==> src/rtl/display_arbiter.sv <==
// Round-robin arbiter sharing one seven-segment word and LED bank among four sources.
// Each grant keeps the display for a minimum hold time, and outputs are registered toward the board.
module display_arbiter #(
    parameter int N_REQ       = 4,
    parameter int HOLD_CYCLES = 50_000_000
) (
    input  logic                   clk,
    input  logic                   rst_n,
    input  logic [N_REQ-1:0]       req,
    input  logic [32*N_REQ-1:0]    seg7_in,
    input  logic [10*N_REQ-1:0]    led_in,
    output logic [N_REQ-1:0]       gnt,
    output logic                   gnt_valid,
    output logic                   gnt_change,
    output logic [31:0]            seg7_num,
    output logic [9:0]             led,
    output logic [1:0]             state_dbg
);
    localparam int IW = $clog2(N_REQ);
    localparam int CW = $clog2(HOLD_CYCLES + 1);

    typedef enum logic [1:0] {IDLE = 2'd0, HOLD = 2'd1, OPEN = 2'd2} state_t;

    state_t           state;
    logic [CW-1:0]    cnt;
    logic [IW-1:0]    last;

    logic             found_other;
    logic [IW-1:0]    pick_other;
    logic             holder_req;
    logic             expired;
    logic             take_new;
    logic             go_idle;
    logic [IW-1:0]    new_idx;
    logic [N_REQ-1:0] nxt_gnt;
    logic [31:0]      nxt_seg;
    logic [9:0]       nxt_led;

    // Handshake: req[i] is a level request held for as long as source i wants the display;
    // gnt is one-hot ownership, and a holder releases by dropping req, with the effect seen one edge later.
    assign gnt_valid = |gnt;
    assign state_dbg = state;

    // First pending requester after the pointer, excluding the pointer itself.
    always_comb begin
        found_other = 1'b0;
        pick_other  = last;
        for (int k = N_REQ - 1; k >= 1; k--) begin
            if (req[last + IW'(k)]) begin
                found_other = 1'b1;
                pick_other  = last + IW'(k);
            end
        end
    end

    assign holder_req = req[last];
    assign expired    = (state == OPEN) || (state == HOLD && cnt == '0);

    always_comb begin
        take_new = 1'b0;
        go_idle  = 1'b0;
        new_idx  = pick_other;
        case (state)
            IDLE: begin
                // The pointer itself is the last slot searched from idle.
                if (found_other || req[last]) begin
                    take_new = 1'b1;
                    new_idx  = found_other ? pick_other : last;
                end
            end
            HOLD, OPEN: begin
                if (!holder_req) begin
                    if (found_other) take_new = 1'b1;
                    else             go_idle  = 1'b1;
                end else if (expired && found_other) begin
                    take_new = 1'b1;
                end
            end
            default: ;
        endcase
    end

    always_comb begin
        nxt_gnt = gnt;
        if (take_new)     nxt_gnt = N_REQ'(1) << new_idx;
        else if (go_idle) nxt_gnt = '0;
    end

    always_comb begin
        nxt_seg = '0;
        nxt_led = '0;
        for (int i = 0; i < N_REQ; i++) begin
            if (nxt_gnt[i]) begin
                nxt_seg = seg7_in[32*i +: 32];
                nxt_led = led_in[10*i +: 10];
            end
        end
    end

    always_ff @(posedge clk or negedge rst_n) begin
        if (!rst_n) begin
            state      <= IDLE;
            cnt        <= '0;
            last       <= IW'(N_REQ - 1);
            gnt        <= '0;
            gnt_change <= 1'b0;
        end else begin
            gnt        <= nxt_gnt;
            gnt_change <= take_new;
            if (take_new) begin
                state <= HOLD;
                cnt   <= CW'(HOLD_CYCLES - 1);
                last  <= new_idx;
            end else if (go_idle) begin
                state <= IDLE;
                cnt   <= '0;
            end else if (state == HOLD) begin
                if (cnt == '0) state <= OPEN;
                else           cnt   <= cnt - 1'b1;
            end
        end
    end

    always_ff @(posedge clk or negedge rst_n) begin
        if (!rst_n) begin
            seg7_num <= '0;
            led      <= '0;
        end else begin
            seg7_num <= nxt_seg;
            led      <= nxt_led;
        end
    end
endmodule

==> config.mk <==
export PLATFORM = sky130hd
export DESIGN_NAME = display_arbiter
export DESIGN_NICKNAME = d
export VERILOG_FILES = /design/src/rtl/display_arbiter.sv
export SDC_FILE = /design/constraint.sdc
export NUM_CORES = 1
export LEC_CHECK = 0
export CORE_ASPECT_RATIO = 1.25
export CORE_UTILIZATION = 39
export DETAILED_ROUTE_END_ITERATION = 12
export PLACE_DENSITY = 0.78
export SLEW_MARGIN = 20
export SYNTH_ARGS = -nofsm -noshare
export SYNTH_HDL_FRONTEND = slang
export SYNTH_SLANG_ARGS = --single-unit
==> constraint.sdc <==
create_clock -name clk -period 2.89 [get_ports clk]
set_input_delay 0.578 -clock clk [delete_from_list [all_inputs] [get_ports clk]]
set_output_delay 0.578 -clock clk [all_outputs]
set_load 0.03 [all_outputs]
==> summary.txt, run 1 <==
Routing
  – Via-to-Cell Ratio: 5.68
  – DR iter-0 viols: 200
  – WL per Instance: 20.1 um
  – Drt total wl: 14600 um
  – TritonRoute pass-1 iters: 4
  – Via count: 4143
  – Number of remaining DRC errors: 0
  – ANT nets after route: 0

Power and ir drop
  – Seq pwr share: 38.7%
  – P_int: 2.27 mW
  – Worst VDD drop: slightly below 0.0003 V
  – Comb pwr share: between 15 and 20%
  – Leak: roughly 2.7 nW
  – Clock share of power: 44.4%
  – P_sw: between 0.6 and 0.7 mW
  – PD cells: 412 nW/um2
  – Net Sw Frac: a little over a fifth

Final layout
  – Fillers: 760
  – Fin nets: 775
  – Antenna diodes: 0
  – Post-Layout Inst Area: 7030 um2
  – Layout Area Growth over Synthesis: 71.4%
  – Util after Layout: roughly 70%
  – Share of post-route cells with drive strength above 1: ~17%

Worst setup path
  – CP Class: primary input to flop
  – CP Cell Sequence: clkdlybuf4s50_1 -> or4_1 -> o21ai_1 -> o21ai_1 -> nand3_2 -> inv_4 -> a32o_2 -> buf_12 -> a221o_1 -> o221a_2
  – WP data required: 3110 ps
  – Critical path peak fanout: 24
  – Largest delay share family, worst path: compound AO/OA/AOI/OAI gates
  – Worst path max stage delay: 520 ps
  – CP startpoint kind: primary input
  – Most used cell, CP: o21ai_1
  – Critical Path Slowest Stage Cell: clkdlybuf4s50_1
  – Critical path buffer and inverter count: 3
  – Crit. End Element: flop
  – Crit path arrival time: 3020 ps

Yosys
  – Post-synthesis register bit count: 77
  – Avg Cell Area, Syn: roughly 11 um2
  – Yosys warnings: 0
  – Post-Syn Area: between 4000 and 5000 um2
  – Cells after Synth: 361
  – Synth unique cells: 45
  – Syn Nets: 541
  – Sequential share of the synthesized area: between 40 and 50%

Timing
  – Final setup fails: 0
  – Final Cycle Share: 96.6%
  – Max Freq: 358 MHz
  – Slew Viols, Final: 0
  – Final Hold Vio Count: 0
  – Slew margin rel.: 34.0%
  – Post-route minimum period: 2790 ps
  – Clock Skews: between 5 and 6 ps
  – Worst-Margin Slew: 990 ps
  – Unrepaired setup endpoints after global routing: false

Floorplanning
  – Die Y-Extent: ~120 um
  – Initial Utilization: between 40 and 50%
  – Core area: 10200 um2
  – Die Width: 93.7 um
  – Die Area: ~11000 um2
  – I/O pin cnt: 224
  – Number of cell rows: 41

GRT
  – First-pass GRT wire length: ~22000 um
  – Pin count of the biggest net entering global routing: 78
  – Vias in the first global route: 4210
  – Grt ovf: 0
  – Total track usage: 27.6%
  – Initial antenna violation count: 0

Hold path
  – Worst hold path class: primary input to async pin

Clock network
  – Clk slew on worst S/H paths: 60 ps
  – CTS Hold Bufs: 0
  – Resized cells post-CTS: 0
  – CTS buffer count: 9
  – CTS tree: yes
  – Clk buf depth: 2
  – Clock root buffer: clkbuf_16
  – Clock Sinks: 77
  – H-tree levels: 3
  – Post-CTS Setup Bufs: 0
  – Clock Latency Late Sink: 340 ps

Placed design
  – Post-DP Area: 6670 um2
  – # port buffers: 223
  – Gpl congestion: approximately 0.84
  – DPL Wire Length: about 11000 um

Run status
  – Status: completed

Job
  – Max-cap check violation count: 0
==> layer usage <==
metal / GRT usage, % / wire length, um / vias to the layer above
met1: 30.5 / 5340 / 2026
li1: - / - / 1909
met4: 9.44 / 324 / 0
met5: 0 / 0 / -
met2: 50.1 / 7860 / 184
met3: 8.40 / 1120 / 24
==> synth_stat cells <==
master,instances,area [um2]
and2_1,1,6.26
and4_1,1,8.76
o21ai_0,23,115
or3_1,6,37.5
xor2_1,8,70.1
nand2b_1,6,37.5
xnor2_1,15,131
nor4_2,2,25.0
a32oi_2,1,16.3
mux2i_1,5,50.1
o211ai_1,1,7.51
nor2_1,21,78.8
o211a_1,1,10.0
buf_2,13,65.1
a31oi_1,1,6.26
o31ai_1,1,7.51
nor3_1,7,35.0
buf_6,6,67.6
dfrtp_1,75,1880
nand3_1,1,5.00
inv_1,13,48.8
nand2_1,14,52.6
o221a_1,1,11.3
o2111ai_2,1,15.0
clkbuf_1,8,30.0
o221a_2,41,462
inv_4,1,6.26
ha_1,6,75.1
a21oi_1,4,20.0
a211oi_1,1,7.51
or4_1,4,30.0
a211o_1,1,8.76
or3b_2,1,8.76
nand3_2,1,10.0
a32o_1,2,20.0
a311o_1,1,10.0
a22o_1,1,8.76
nand4_1,5,31.3
o22ai_1,1,6.26
dfstp_2,2,52.6
nor3b_1,2,15.0
nor4_4,1,21.3
a221o_1,42,420
o21ai_1,4,20.0
nor4_1,8,50.1
==> cell usage in the layout (no fill, tap or decap), types with 2 or more instances in the layout <==
cell	netlist	final
a221o_1	42	42
or4_1	4	4
nand4_1	5	5
nand2b_1	6	6
o21ai_0	23	23
nor4_2	2	4
mux2i_1	5	3
a21oi_1	4	4
mux2i_4	0	2
xor2_1	8	8
buf_12	0	8
nand2_1	14	14
xnor2_1	15	15
buf_4	0	20
nor2_1	21	21
clkbuf_8	0	4
dfstp_2	2	2
o21ai_1	4	4
nor3_1	7	7
nor3b_1	2	2
dfrtp_1	75	75
inv_1	13	13
ha_1	6	6
bufinv_16	0	2
o221a_2	41	41
or3_1	6	6
nor4_1	8	6
clkdlybuf4s50_1	0	222
clkbuf_16	0	9
==> cell families after synthesis <==
family	Yosys count	synth area share, %
compound gates	128	28.6
simple gates	81	11.1
flops	77	47.1
buf+inv	41	5.31
xor+xnor	23	4.91
fa+ha+maj	6	1.83
mux	5	1.22
==> stage by stage <==
step	setup TNS, ps	instances	hold WS (ps)	power [mW]	worst slack (ps)
2_1_floorplan	0	361	282	1.27	346
6_report	0	729	368	2.89	98.2
3_3_place_gp	-4700	713	509	1.62	-126
3_5_place_dp	-9800	713	530	1.63	-259
5_1_grt	0	729	481	2.98	6.56
4_1_cts	0	729	437	2.91	85.4
==> area by class of cell <==
class                      count  area [um2]  share of cell area [%]
timing repair buffer         250        2530                    36.0
inverter                      14        55.1                   0.784
tap                          129         161                    2.30
clock inverter                 3        65.1                   0.926
multi-input combinational    243        2000                    28.5
sequential                    77        1930                    27.5
clock buffer                  13         280                    3.99
==> path summary, 6_finish.rpt <==
check	from	endpoint	slack, ps	cells after the start
max in group asynchronous	rst_n	cnt[23]$_DFFE_PN0P_	1850	1
min in group clk	last[0]$_DFFE_PN1N_	last[0]$_DFFE_PN1N_	540	2
worst min register to register	last[0]$_DFFE_PN1N_	last[0]$_DFFE_PN1N_	540	2
worst max register to register	cnt[0]$_DFFE_PN0P_	seg7_num[12]$_DFF_PN0_	190	11
worst max-delay path	req[0]	seg7_num[8]$_DFF_PN0_	100	10
worst min-delay path	rst_n	cnt[8]$_DFFE_PN0P_	370	1
==> state kept, by name, summed over array words and instances, names as in the netlist <==
register and count:
last 2, cnt 26, state_dbg 2, gnt_change 1, seg7_num 32, led 10, gnt 4
==> power by group through the flow <==
stage	combinational, mW	sequential [mW]	clock (mW)
finish	0.489	1.12	1.28
global route	0.515	1.12	1.35
CTS	0.491	1.12	1.30
detailed placement	0.488	1.14	0
global placement	0.479	1.14	0
floorplan	0.0726	1.20	0
(Power assumes the default switching activity.)
==> inputs of run 2 (changes only) <==
--- a/config.mk
+++ b/config.mk
@@ -8,6 +8,7 @@
 export CORE_ASPECT_RATIO = 1.25
 export CORE_UTILIZATION = 39
 export DETAILED_ROUTE_END_ITERATION = 12
+export GPL_ROUTABILITY_DRIVEN = 0
 export PLACE_DENSITY = 0.78
 export SLEW_MARGIN = 20
 export SYNTH_ARGS = -nofsm -noshare
==> results of run 2 <==
Final layout, timing and power as in run 1 (identical DEF).
==> inputs of run 3 (changes only) <==
--- a/config.mk
+++ b/config.mk
@@ -5,6 +5,7 @@
 export SDC_FILE = /design/constraint.sdc
 export NUM_CORES = 1
 export LEC_CHECK = 0
+export CAP_MARGIN = 5
 export CORE_ASPECT_RATIO = 1.25
 export CORE_UTILIZATION = 39
 export DETAILED_ROUTE_END_ITERATION = 12
==> results of run 3 <==
Final layout, timing and power as in run 1 (identical DEF).
